File: config.mk
export PLATFORM = sky130hd
export DESIGN_NAME = uart_cmd_parser_flat
export DESIGN_NICKNAME = d
export VERILOG_FILES = /design/src/rtl/uart_cmd_parser_pkg.sv /design/src/rtl/uart_cmd_parser_if.sv /design/src/rtl/uart_cmd_parser_gap_timer.sv /design/src/rtl/uart_cmd_parser.sv /design/src/flat_wrapper.sv
export SDC_FILE = /design/constraint.sdc
export NUM_CORES = 1
export LEC_CHECK = 0
export ABC_AREA = 1
export CORE_MARGIN = 2
export CORE_UTILIZATION = 65
export CTS_CLUSTER_SIZE = 10
export DETAILED_ROUTE_END_ITERATION = 7
export DONT_BUFFER_PORTS = 1
export GPL_TIMING_DRIVEN = 0
export PLACE_DENSITY_LB_ADDON = 0.15
export SLEW_MARGIN = 20
export SYNTH_ARGS = -nofsm -noshare
export SYNTH_HDL_FRONTEND = slang
export SYNTH_HIERARCHICAL = 1
export SYNTH_SLANG_ARGS = --single-unit
export TNS_END_PERCENT = 50
File: constraint.sdc
create_clock -name clk -period 4.6 [get_ports clk]
set_input_delay 0.92 -clock clk [delete_from_list [all_inputs] [get_ports clk]]
set_output_delay 0.92 -clock clk [all_outputs]
set_load 0.005 [all_outputs]
File: src/rtl/uart_cmd_parser_pkg.sv
// Shared definitions for the UART command parser: command codes, the default
// frame start marker and the parser state encoding.
package uart_cmd_parser_pkg;

  localparam logic [7:0] SYNC_BYTE_DEF = 8'hA5;
  localparam logic [7:0] CMD_WR        = 8'h01;
  localparam logic [7:0] CMD_RD        = 8'h02;

  typedef enum logic [2:0] {
    S_SYNC = 3'd0,
    S_CMD  = 3'd1,
    S_ADDR = 3'd2,
    S_DATA = 3'd3,
    S_CSUM = 3'd4
  } state_t;

  function automatic logic is_cmd(input logic [7:0] b);
    return (b == CMD_WR) || (b == CMD_RD);
  endfunction

endpackage

File: src/rtl/uart_cmd_parser_if.sv
// Byte stream from the UART receiver plus the register request bus.
//   in_valid/in_data          : 1-cycle byte strobe and its data
//   wr_en/wr_addr/wr_data     : write request strobe, held address/data
//   rd_en/rd_addr             : read request strobe, held address
//   frame_err/err_count/busy  : drop pulse, saturating drop count, mid-frame flag
// master = byte source / register consumer side, slave = the parser.
interface uart_cmd_parser_if;
  logic       in_valid;
  logic [7:0] in_data;
  logic       wr_en;
  logic [7:0] wr_addr;
  logic [7:0] wr_data;
  logic       rd_en;
  logic [7:0] rd_addr;
  logic       frame_err;
  logic [7:0] err_count;
  logic       busy;

  modport master (
    output in_valid, in_data,
    input  wr_en, wr_addr, wr_data, rd_en, rd_addr, frame_err, err_count, busy
  );

  modport slave (
    input  in_valid, in_data,
    output wr_en, wr_addr, wr_data, rd_en, rd_addr, frame_err, err_count, busy
  );
endinterface

File: src/rtl/uart_cmd_parser_gap_timer.sv
// Inter-byte gap counter. Counts up while enabled, clears on clear, and flags
// expire when the count sits at LIMIT-1. Holds at LIMIT-1 until cleared.
//   clk, rst : clock, asynchronous active-high reset
//   clear    : synchronous clear (wins over enable)
//   enable   : count this cycle
//   expire   : count == LIMIT-1
module uart_cmd_parser_gap_timer #(
  parameter int unsigned LIMIT = 17360
) (
  input  logic clk,
  input  logic rst,
  input  logic clear,
  input  logic enable,
  output logic expire
);
  localparam int unsigned W = $clog2(LIMIT + 1);
  localparam logic [W-1:0] TERM = W'(LIMIT - 1);

  logic [W-1:0] count;

  always_ff @(posedge clk or posedge rst) begin
    if (rst) begin
      count <= '0;
    end else if (clear) begin
      count <= '0;
    end else if (enable && (count != TERM)) begin
      count <= count + 1'b1;
    end
  end

  assign expire = (count == TERM);
endmodule

File: src/rtl/uart_cmd_parser.sv
// Decodes SYNC/CMD/ADDR/[DATA]/CSUM frames from the UART receiver into
// register write/read request strobes. Bad or stalled frames are dropped,
// pulsed on frame_err and counted (saturating) in err_count.
//   clk, rst : system clock, asynchronous active-high reset
//   bus      : uart_cmd_parser_if.slave (byte stream in, register bus out)
//
// state  | meaning
// S_SYNC | idle, waiting for SYNC_BYTE; other bytes ignored silently
// S_CMD  | expecting command byte (write or read)
// S_ADDR | expecting register address
// S_DATA | expecting write data (write frames only)
// S_CSUM | expecting XOR checksum of CMD, ADDR and DATA
module uart_cmd_parser
  import uart_cmd_parser_pkg::*;
#(
  parameter int unsigned MAIN_CLK       = 100000000,
  parameter int unsigned BAUD           = 115200,
  parameter int unsigned TIMEOUT_CYCLES = (MAIN_CLK / BAUD) * 20,
  parameter logic [7:0]  SYNC_BYTE      = SYNC_BYTE_DEF
) (
  input logic               clk,
  input logic               rst,
  uart_cmd_parser_if.slave  bus
);
  state_t     state;
  logic [7:0] acc;
  logic       is_wr;
  logic [7:0] addr_q;
  logic [7:0] data_q;
  logic       wr_en_q, rd_en_q, frame_err_q;
  logic [7:0] wr_addr_q, wr_data_q, rd_addr_q, err_count_q;
  logic       expire;
  logic       drop;

  uart_cmd_parser_gap_timer #(.LIMIT(TIMEOUT_CYCLES)) u_gap_timer (
    .clk    (clk),
    .rst    (rst),
    .clear  (bus.in_valid || (state == S_SYNC)),
    .enable (state != S_SYNC),
    .expire (expire)
  );

  // A byte arriving on the expiry cycle rescues the frame, so timeout only
  // counts when no strobe is present.
  always_comb begin
    drop = 1'b0;
    if (state != S_SYNC) begin
      if (!bus.in_valid) begin
        drop = expire;
      end else begin
        case (state)
          S_CMD:   drop = !is_cmd(bus.in_data);
          S_CSUM:  drop = (bus.in_data != acc);
          default: drop = 1'b0;
        endcase
      end
    end
  end

  always_ff @(posedge clk or posedge rst) begin
    if (rst) begin
      state       <= S_SYNC;
      acc         <= '0;
      is_wr       <= 1'b0;
      addr_q      <= '0;
      data_q      <= '0;
      wr_en_q     <= 1'b0;
      rd_en_q     <= 1'b0;
      frame_err_q <= 1'b0;
      wr_addr_q   <= '0;
      wr_data_q   <= '0;
      rd_addr_q   <= '0;
      err_count_q <= '0;
    end else begin
      wr_en_q     <= 1'b0;
      rd_en_q     <= 1'b0;
      frame_err_q <= 1'b0;
      if (drop) begin
        frame_err_q <= 1'b1;
        if (err_count_q != 8'hFF) err_count_q <= err_count_q + 8'd1;
        state <= S_SYNC;
        acc   <= '0;
      end else if (bus.in_valid) begin
        case (state)
          S_SYNC: begin
            if (bus.in_data == SYNC_BYTE) begin
              state <= S_CMD;
              acc   <= '0;
            end
          end
          S_CMD: begin
            is_wr <= (bus.in_data == CMD_WR);
            acc   <= bus.in_data;
            state <= S_ADDR;
          end
          S_ADDR: begin
            addr_q <= bus.in_data;
            acc    <= acc ^ bus.in_data;
            state  <= is_wr ? S_DATA : S_CSUM;
          end
          S_DATA: begin
            data_q <= bus.in_data;
            acc    <= acc ^ bus.in_data;
            state  <= S_CSUM;
          end
          S_CSUM: begin
            if (is_wr) begin
              wr_en_q   <= 1'b1;
              wr_addr_q <= addr_q;
              wr_data_q <= data_q;
            end else begin
              rd_en_q   <= 1'b1;
              rd_addr_q <= addr_q;
            end
            acc   <= '0;
            state <= S_SYNC;
          end
          default: state <= S_SYNC;
        endcase
      end
    end
  end

  assign bus.wr_en     = wr_en_q;
  assign bus.wr_addr   = wr_addr_q;
  assign bus.wr_data   = wr_data_q;
  assign bus.rd_en     = rd_en_q;
  assign bus.rd_addr   = rd_addr_q;
  assign bus.frame_err = frame_err_q;
  assign bus.err_count = err_count_q;
  assign bus.busy      = (state != S_SYNC);
endmodule

File: src/flat_wrapper.sv
// flat-port wrapper written by rule: the top's interface ports become plain ports
module uart_cmd_parser_flat import uart_cmd_parser_pkg::*;
#(
  parameter int unsigned MAIN_CLK       = 100000000,
  parameter int unsigned BAUD           = 115200,
  parameter int unsigned TIMEOUT_CYCLES = (MAIN_CLK / BAUD) * 20,
  parameter logic [7:0]  SYNC_BYTE      = SYNC_BYTE_DEF
)
  (clk, rst, bus_in_valid, bus_in_data, bus_wr_en, bus_wr_addr, bus_wr_data, bus_rd_en, bus_rd_addr, bus_frame_err, bus_err_count, bus_busy);
  uart_cmd_parser_if bus_i ();
  input logic clk;
  input logic rst;
  input wire logic [$bits(bus_i.in_valid)-1:0] bus_in_valid;
  input wire logic [$bits(bus_i.in_data)-1:0] bus_in_data;
  output wire logic [$bits(bus_i.wr_en)-1:0] bus_wr_en;
  output wire logic [$bits(bus_i.wr_addr)-1:0] bus_wr_addr;
  output wire logic [$bits(bus_i.wr_data)-1:0] bus_wr_data;
  output wire logic [$bits(bus_i.rd_en)-1:0] bus_rd_en;
  output wire logic [$bits(bus_i.rd_addr)-1:0] bus_rd_addr;
  output wire logic [$bits(bus_i.frame_err)-1:0] bus_frame_err;
  output wire logic [$bits(bus_i.err_count)-1:0] bus_err_count;
  output wire logic [$bits(bus_i.busy)-1:0] bus_busy;
  assign bus_i.in_valid = bus_in_valid;
  assign bus_i.in_data = bus_in_data;
  assign bus_wr_en = bus_i.wr_en;
  assign bus_wr_addr = bus_i.wr_addr;
  assign bus_wr_data = bus_i.wr_data;
  assign bus_rd_en = bus_i.rd_en;
  assign bus_rd_addr = bus_i.rd_addr;
  assign bus_frame_err = bus_i.frame_err;
  assign bus_err_count = bus_i.err_count;
  assign bus_busy = bus_i.busy;
  uart_cmd_parser #(.MAIN_CLK(MAIN_CLK), .BAUD(BAUD), .TIMEOUT_CYCLES(TIMEOUT_CYCLES), .SYNC_BYTE(SYNC_BYTE)) u_core (.clk(clk), .rst(rst), .bus(bus_i));
endmodule
==> impl_metrics.env <==
export IMPL_rr_endpoint="u_core/acc[4]"
export IMPL_hp_class="input pin to asynchronous set/reset pin"
export IMPL_cp_num_buf_inv=3
export IMPL_crit_arrival_ns=2.41
export IMPL_fillers=451
export IMPL_synth_area_per_cell_um2=7.959
export IMPL_area_growth_synth_to_final_pct=8.181
export IMPL_grt_total_usage_pct=26.95
export IMPL_syn_inst=515
export IMPL_cpMaxStageDelayCell="dfrtp_1"
export IMPL_cp_required_ns=4.84
export IMPL_syn_area_mm2=0.004099
export IMPL_setup_viol=0
export IMPL_holdWs_ns=0.2938
export IMPL_drt_first_pass_iters=6
export IMPL_cts_clk_slew_worst_paths_ns=0.08
export IMPL_post_route_min_period_ns=2.163
export IMPL_vdd_drop_max_mv=0.3578
export IMPL_tns_ns=0
export IMPL_vias=3513
export IMPL_antenna_found_initial=0
export IMPL_critPathMaxStageDelay_ns=0.43
export IMPL_hold_viol_final=0
export IMPL_crit_family="simple AND/OR/NAND/NOR gates"
export IMPL_drt_iter0_markers=205
export IMPL_grt_ovfl_total=0
export IMPL_synth_seq_cells=78
export IMPL_fin_crit_sh_pct=47.02
export IMPL_max_freq_ghz=0.4623
export IMPL_rows=28
export IMPL_finalInstanceArea_mm2=0.004434
export IMPL_synth_main_ff_cell="dfrtp_1"
export IMPL_pin_count=47
export IMPL_cts_tree="done"
export IMPL_grt_max_degree=62
export IMPL_synth_top_area_cell="dfrtp_1"
export IMPL_post_place_ws_ns=2.317
export IMPL_die_y_um=83.41
export IMPL_synth_area_leaders="dfrtp_1, nand2_1, nand3_1"
export IMPL_clock_latency_ns=0.35
export IMPL_wl_per_cell_um=14.68
export IMPL_drive_gt1_share_pct=12.62
export IMPL_r2r_start="u_core/u_gap_timer/count[0]"
export IMPL_final_common_cell="nand2_1"
export IMPL_ant_nets=0
export IMPL_core_area_mm2=0.005991
export IMPL_hpwl_um=6306
export IMPL_relSlewSlack_pct=60.71
export IMPL_rsz0062_at_grt="no"
export IMPL_synth_edf_count=0
export IMPL_drv_slew=0
export IMPL_fin_skew_ns=0.007706
export IMPL_crit_type="flip-flop to flip-flop"
export IMPL_synth_top_area_share_pct=47.62
export IMPL_drcViolationCount=0
export IMPL_antenna_cells=0
export IMPL_synth_fp_nets=528
export IMPL_yosysSeqAreaShare_pct=47.62
export IMPL_root_buffer="clkbuf_8"
export IMPL_yosys_cell_types_count=35
export IMPL_p_total_w=0.002215
export IMPL_die_w_um=83.41
export IMPL_wl_um=8895
export IMPL_cts_hold_buf=0
export IMPL_status="finished, final reports clean"
export IMPL_grt_pass1_wl_um=15190
export IMPL_nNetsFinal=540
export IMPL_numPortBuffers=0
export IMPL_yosysWarningCount=6
export IMPL_rrSetupSlack_ns=2.44
export IMPL_worstPathCellList="ha_1 -> nand3_2 -> inv_1 -> nand3_1 -> inv_1 -> o21ai_2 -> nand2_2 -> o21ai_2 -> inv_2 -> nand3_1 -> nand2_1"
export IMPL_reg2regPathDepth=11
export IMPL_dpl_cell_area_mm2=0.004223
export IMPL_start_kind="flip-flop"
export IMPL_cts_resized=0
export IMPL_cts_setup_buffers=0
export IMPL_p_leak_nw=2.363
export IMPL_power_density_mw_per_mm2=499.5
export IMPL_worst_slew_pin_slew_ns=0.5887
export IMPL_clk_path_buf_depth=2
export IMPL_end_kind="flip-flop"
export IMPL_die_area_mm2=0.006957
export IMPL_critPathMaxFanout=9
export IMPL_setup_slack_ns=2.437
export IMPL_cap_violations=0
export IMPL_cts_buffers=9
export IMPL_initial_core_util_pct=68.42
export IMPL_final_cell_mix="nand2_1, dfrtp_1, nand3_1"
export IMPL_grt_pass1_vias=3290
export IMPL_htree_num_levels=3
export IMPL_ys_async_sr_fraction_pct=100.0
export IMPL_vias_per_cell=5.797
export IMPL_place_congestion=0.8894
export IMPL_clock_sinks=78
## metal layers
metal,up-vias,wire length [µm],global-route usage (%)
met5,-,0,0
met4,0,194,11.88
met3,25,727,6.660
met2,154,4219,42.45
met1,1636,3754,35.63
li1,1698,-,-
## logic make-up (layout without fill, tap and decap cells)
logic type	after synthesis	count (layout)	synth area share (%)
compound gates	32	32	4.793
xor+xnor	11	11	2.351
fa+ha+maj	2	2	0.6104
buf+inv	61	77	7.051
flops	78	78	47.62
simple gates	331	331	37.58
## Yosys cell counts (3+ instances only)
master,n
dfrtp_1,78
xnor2_1,3
o22ai_1,8
buf_4,5
nor2_1,27
nor3_1,5
o21ai_0,16
nand2_2,4
xor2_1,8
nand2_1,193
nand2_4,3
nor2_4,3
buf_6,4
nand4_1,24
clkinv_1,3
nand3_1,60
inv_1,30
inv_2,14
## layout make-up
| class | instances | area, µm² | share of cell area, % |
|---|---|---|---|
| Buffer | 12 | 95.09 | 2.144 |
| Clock buffer | 9 | 123.9 | 2.793 |
| Clock inverter | 6 | 87.58 | 1.975 |
| Inverter | 49 | 196.4 | 4.430 |
| Multi-Input combinational cell | 376 | 1858 | 41.90 |
| Sequential cell | 78 | 1952 | 44.02 |
| Tap cell | 75 | 93.84 | 2.116 |
| Timing Repair Buffer | 1 | 27.53 | 0.6208 |
## state kept, by name, summed over array words and instances, names as in the netlist
signal	cells
u_core/u_gap_timer/count	15
u_core/acc	8
u_core/addr_q	8
u_core/bus.err_count	8
u_core/bus.rd_addr	8
u_core/bus.wr_addr	8
u_core/bus.wr_data	8
u_core/data_q	8
u_core/state	3
u_core/bus.frame_err	1
u_core/bus.rd_en	1
u_core/bus.wr_en	1
u_core/is_wr	1
## power by group
group | switching (W) | leakage [nW] | internal (W)
sequential | 0.000135 | 1.06 | 0.000825
combinational | 0.000477 | 1.19 | 0.000229
clock | 0.000246 | 0.109 | 0.000302
## worst max-delay path by stage
stage	start	to	slack [ns]	depth (start not counted)
after CTS	u_core/u_gap_timer/count[0]	u_core/acc[4]	2.47	11
after floorplan	rst	u_core/acc[0]	2.11	1
after detailed placement	bus_in_data[4]	u_core/bus.wr_addr[7]	2.32	13
after global routing	u_core/u_gap_timer/count[0]	u_core/acc[6]	2.31	11
after global placement	rst	u_core/bus.err_count[3]	1.52	1
final	u_core/u_gap_timer/count[0]	u_core/acc[4]	2.44	11
## per-stage QoR
stage,std cells,utilization (%)
3_5_place_dp,591,70.49
3_3_place_gp,590,69.99
5_1_grt,606,74.02
2_1_floorplan,515,-
4_1_cts,606,74.02
6_report,606,74.02
Power figures use the tool's default switching activity.
==> variant 1, RTL diff (config.mk and constraints unchanged) <==
`MAIN_CLK` is set to 100000000 in 2 places; all go to 400000000.
--- a/src/rtl/uart_cmd_parser.sv
+++ b/src/rtl/uart_cmd_parser.sv
@@ -15,3 +15,3 @@
 #(
-  parameter int unsigned MAIN_CLK       = 100000000,
+  parameter int unsigned MAIN_CLK       = 400000000,
   parameter int unsigned BAUD           = 115200,
--- a/src/flat_wrapper.sv
+++ b/src/flat_wrapper.sv
@@ -3,3 +3,3 @@
 #(
-  parameter int unsigned MAIN_CLK       = 100000000,
+  parameter int unsigned MAIN_CLK       = 400000000,
   parameter int unsigned BAUD           = 115200,
Behaviour: same outputs for any inputs over 4 cycles, from zero or initial values and one cycle with rst high; that may be too few to reach the edited logic, so the function may still have changed.
==> variant 1 against the unedited design <==
Cell count grew 5.3%. Design area grew 4.2%. Area after synthesis up 4.4%. Register-to-register slack improved by 0.03 ns. Fmax decreased by 0.18%. Total power is 2.4% higher. Routed wire length up 5.5%. Non-clock buffer count is 2 higher. Sequential cell count rose by 2. Worst setup slack got worse by 0.0039 ns. Critical endpoint is now bus_busy. Largest cell class unchanged. Largest power group unchanged.
==> variant 1: results (changes against the unedited design) <==
INFO  metric worst_ep_arrival_time = 1.25 ns (-1.16 ns)
INFO  metric via_count_of_the_first_global_routing_pass = 3417 (+3.9%)
INFO  metric slew_headroom = 0.558 (-0.0491)
INFO  metric grt_pass1_wl = 15.8 mm (+4.1%)
INFO  metric fmax = 462 MHz (-0.18%)
INFO  metric ctsHtreeMaxLevel = 3 (unchanged)
INFO  metric yosys_warnings = 6 (unchanged)
INFO  metric netlist-cell-type-count = 39 (+11%)
INFO  metric critical-path-max-stage-delay = 0.47 ns (+0.04 ns)
INFO  metric numCtsBuffers = 9 (unchanged)
INFO  metric synth_area_leaders = sky130_fd_sc_hd__dfrtp_1 (47%), sky130_fd_sc_hd__nand2_1 (16%), sky130_fd_sc_hd__nand3_1 (8.7%), sky130_fd_sc_hd__nor2_1 (3.1%), sky130_fd_sc_hd__inv_1 (2.9%)
INFO  metric synthFlopType = sky130_fd_sc_hd__dfrtp_1
INFO  metric finish.cell_count_without_fillers = 638 (+5.3%)
INFO  metric synthArstFlopShare = 1.00 (unchanged)
INFO  metric run_status = completed
INFO  metric crit_family = flip-flops
INFO  metric placedInstanceArea = 4410 um^2 (+4.3%)
INFO  metric postSynthCellCount = 544 (+5.6%)
INFO  metric num_antenna_cells = 0 (unchanged)
INFO  metric critPathMaxFanout = 8 (-1)
INFO  metric power.ir.vdd_worst = 0.354 mV (-1.1%)
INFO  metric initialDrtViolationCount = 231 (+13%)
INFO  metric antenna_found_initial = 0 (unchanged)
INFO  metric clock_tree.buffer_depth = 2 (unchanged)
INFO  metric drt_wl_total = 9.38 mm (+5.5%)
INFO  metric synth.top_cells.by_count = sky130_fd_sc_hd__nand2_1 (185), sky130_fd_sc_hd__dfrtp_1 (80), sky130_fd_sc_hd__nand3_1 (74)
INFO  metric clk-insertion-delay-late = 0.34 ns
INFO  metric placement.setup.worst_slack = 2.32 ns (+0.00612 ns)
INFO  metric mappedNetlistNets = 557 (+5.5%)
INFO  metric finish.net_count = 569 (+5.4%)
INFO  metric fraction_of_the_yosys_area_taken_by_sequential_cells = 0.468 (-0.00835)
INFO  metric vias = 3679 (+4.7%)
INFO  metric fin_worst_hold_slack = 0.303 ns (+0.00908 ns)
INFO  metric hpwl = 6.78 mm (+7.5%)
INFO  metric slowest_stage = sky130_fd_sc_hd__dfrtp_1
INFO  metric drt-pass1-iter-count = 5 (-1)
INFO  metric cts_post_setup_buffers_inserted = 0 (unchanged)
INFO  metric worst-r2r-setup-slack = 2.47 ns (+0.03 ns)
INFO  metric placedCellCount = 622 (+5.2%)
INFO  metric leakagePower = 2.37 nW (+0.14%)
INFO  metric drive_gt1_frac = 0.141 (+0.0146)
INFO  metric fin_clk_skew = 0.00574 ns (-0.00197 ns)
INFO  metric largest_register_ffs = 17 (+2)
INFO  metric gp_congestion = 0.927 (+4.3%)
INFO  metric gr_usage_total = 0.275 (+0.00526)
## variant 1: path summary, 6_finish.rpt
| kind | startpoint | end | cells after the start |
|---|---|---|---|
| max reg2reg | u_core/u_gap_timer/count[1]$_DFFE_PP0P_ | u_core/acc[7]$_DFFE_PP0P_ | 11 |
| min | rst | u_core/data_q[7]$_DFFE_PP0P_ | 1 |
| min reg2reg | u_core/bus.wr_data[6]$_DFFE_PP0P_ | u_core/bus.wr_data[6]$_DFFE_PP0P_ | 2 |
| min in group clk | u_core/bus.wr_data[6]$_DFFE_PP0P_ | u_core/bus.wr_data[6]$_DFFE_PP0P_ | 2 |
| max in group asynchronous | rst | u_core/u_gap_timer/count[14]$_DFFE_PP0P_ | 1 |
| max | u_core/state[1]$_DFFE_PP0P_ | bus_busy | 2 |
## variant 1: routing by layer
layer / vias to the layer above / share of wire / global-route usage / wire length, um
met5: - / 0 / 0 / 0
met4: 0 / 0.014 / 0.0938 / 130
met3: 11 / 0.073 / 0.0564 / 686
met2: 144 / 0.49 / 0.456 / 4600
met1: 1729 / 0.42 / 0.361 / 3960
li1: 1795 / - / - / -
## variant 1: cell type report
cell class	count	area, um^2
Fill cell	516	1730
Tap cell	77	96.3
Inverter	53	213
Clock inverter	4	48.8
Sequential cell	80	2000
Buffer	14	108
Timing Repair Buffer	1	27.5
Multi-Input combinational cell	397	1960
Clock buffer	12	165
## variant 1: logic make-up (layout without fill, tap and decap cells)
logic type	after synthesis	after routing	synth area share
xor gates and xnor gates	8	8	0.0164
DFF	80	80	0.468
and+or+nand+nor	344	344	0.377
AOI/OAI and AO/OA	43	43	0.0588
buffers and inverters	67	84	0.0743
adders and majority gates	2	2	0.00585
## variant 1: where the power goes
part | internal, mW | switching (mW)
logic | 0.241 | 0.507
clock network | 0.296 | 0.249
registers | 0.842 | 0.133
==> variant 2, RTL diff (config.mk and constraints unchanged) <==
Without the edit above. Reset style: synchronous (`rst`), changed in 2 clocked blocks. Comments in the files are not updated.
--- a/src/rtl/uart_cmd_parser_gap_timer.sv
+++ b/src/rtl/uart_cmd_parser_gap_timer.sv
@@ -20,3 +20,3 @@
 
-  always_ff @(posedge clk or posedge rst) begin
+  always_ff @(posedge clk) begin
     if (rst) begin
--- a/src/rtl/uart_cmd_parser.sv
+++ b/src/rtl/uart_cmd_parser.sv
@@ -59,3 +59,3 @@
 
-  always_ff @(posedge clk or posedge rst) begin
+  always_ff @(posedge clk) begin
     if (rst) begin
Check against the original RTL: differs if rst is asserted again (counterexample within 4 cycles, from zero or initial values and one cycle with rst high); with rst held inactive, the same outputs for 10 cycles.
==> variant 2 against the unedited design <==
Worst setup slack got worse by 0.38 ns. Design area shrank 7.8%. Area after synthesis shrank 7.3%. Count of clock-buffer cells in the layout unchanged. Register-to-register slack worse by 0.25 ns. Sequential share of layout area shrank 5.8 points. Worst hold slack better by 0.16 ns. Clock skew up 0.0033 ns. Sequential cell count is the same. Routed wire length is 2.2% lower.
Power is not compared: it rests on default switching activity, and its combinational part moved more than twofold at a synthesized area within 25%.
==> variant 2: results (changes against the unedited design) <==
INFO  metric sequential_share_of_cell_area = 0.382 (-0.0582)
INFO  metric complex_gate_fraction_of_the_synthesized_area = 0.141 (+0.0933)
INFO  metric synthFlopType = sky130_fd_sc_hd__dfxtp_1
INFO  metric drt-pass1-iter-count = 5 (-1)
INFO  metric drt_wl_total = 8.70 mm (-2.2%)
INFO  metric grt_util_met3 = 0.0573 (-0.00930)
INFO  metric slowest_stage = sky130_fd_sc_hd__dfxtp_1
INFO  metric num-multi-input-gates = 386 (+2.7%)
INFO  metric via_count_of_the_first_global_routing_pass = 3350 (+1.8%)
INFO  metric synth_area_leaders = sky130_fd_sc_hd__dfxtp_1 (41%), sky130_fd_sc_hd__nand2_1 (12%), sky130_fd_sc_hd__nor2_1 (7.8%), sky130_fd_sc_hd__a21oi_1 (7.5%), sky130_fd_sc_hd__inv_1 (5.7%)
INFO  metric finish.net_count = 575 (+6.5%)
INFO  metric route.met3.wl = 550 um (-24%)
INFO  metric reg_to_reg_end = u_core/u_gap_timer/count[13]$_SDFFE_PP0P_
INFO  metric drive_gt1_frac = 0.104 (-0.0221)
INFO  metric min-delay-path-class = flop to flop
INFO  metric run_status = completed
INFO  metric layout.clock.cell_area_share = 0.0484 (+0.000676)
INFO  metric fraction_of_the_yosys_area_taken_by_sequential_cells = 0.411 (-0.0653)
INFO  metric viasPerCell = 5.54 (-4.5%)
INFO  metric count_of_plain_and_timing_repair_buffers = 22 (+9)
INFO  metric inverters_excl_clock = 65 (+33%)
INFO  metric critPathMaxFanout = 11 (+2)
INFO  metric multi_input_comb_area = 1870 um^2 (+0.40%)
INFO  metric critical_path.reg2reg.startpoint = u_core/state[0]$_SDFFE_PP0P_
INFO  metric final_area = 4090 um^2 (-7.8%)
INFO  metric synth_fa_ha_area_frac = 0.00659 (+0.000480)
INFO  metric mappedNetlistNets = 564 (+6.8%)
INFO  metric grt_pass1_wl = 14.8 mm (-2.3%)
INFO  metric netlist-cell-type-count = 39 (+11%)
INFO  metric detailroute.wirelength.met2 = 4.25 mm (+0.83%)
INFO  metric worstRegToRegCells = 10 (-1)
variant 2: cell count changes in the layout (fill, tap and decap cells not counted), sizes merged, moves of 4 or more:
cell / unedited run / this run
nand3: 64 / 41
buf: 11 / 16
clkbuf: 11 / 15
inv: 46 / 65
xor2: 8 / 4
dfxtp: 0 / 78
dfrtp: 78 / 0
nor2: 33 / 87
o21ai: 20 / 31
nand2: 200 / 124
a21oi: 1 / 58
nand4: 25 / 13
variant 2: cell families after synthesis:
group | count (synthesis)
DFF | 78
and+or+nand+nor | 275
xor gates and xnor gates | 8
buffers and inverters | 87
AOI/OAI and AO/OA | 101
adders and majority gates | 2
variant 2: metrics by stage:
step,hold WS [ns],instances,setup WS (ns)
finish,0.456,639,2.06
CTS,0.458,639,2.05
global placement,0.444,623,2.23
detailed placement,0.445,623,2.21
floorplan,0.430,551,2.56
global route,0.487,639,1.98
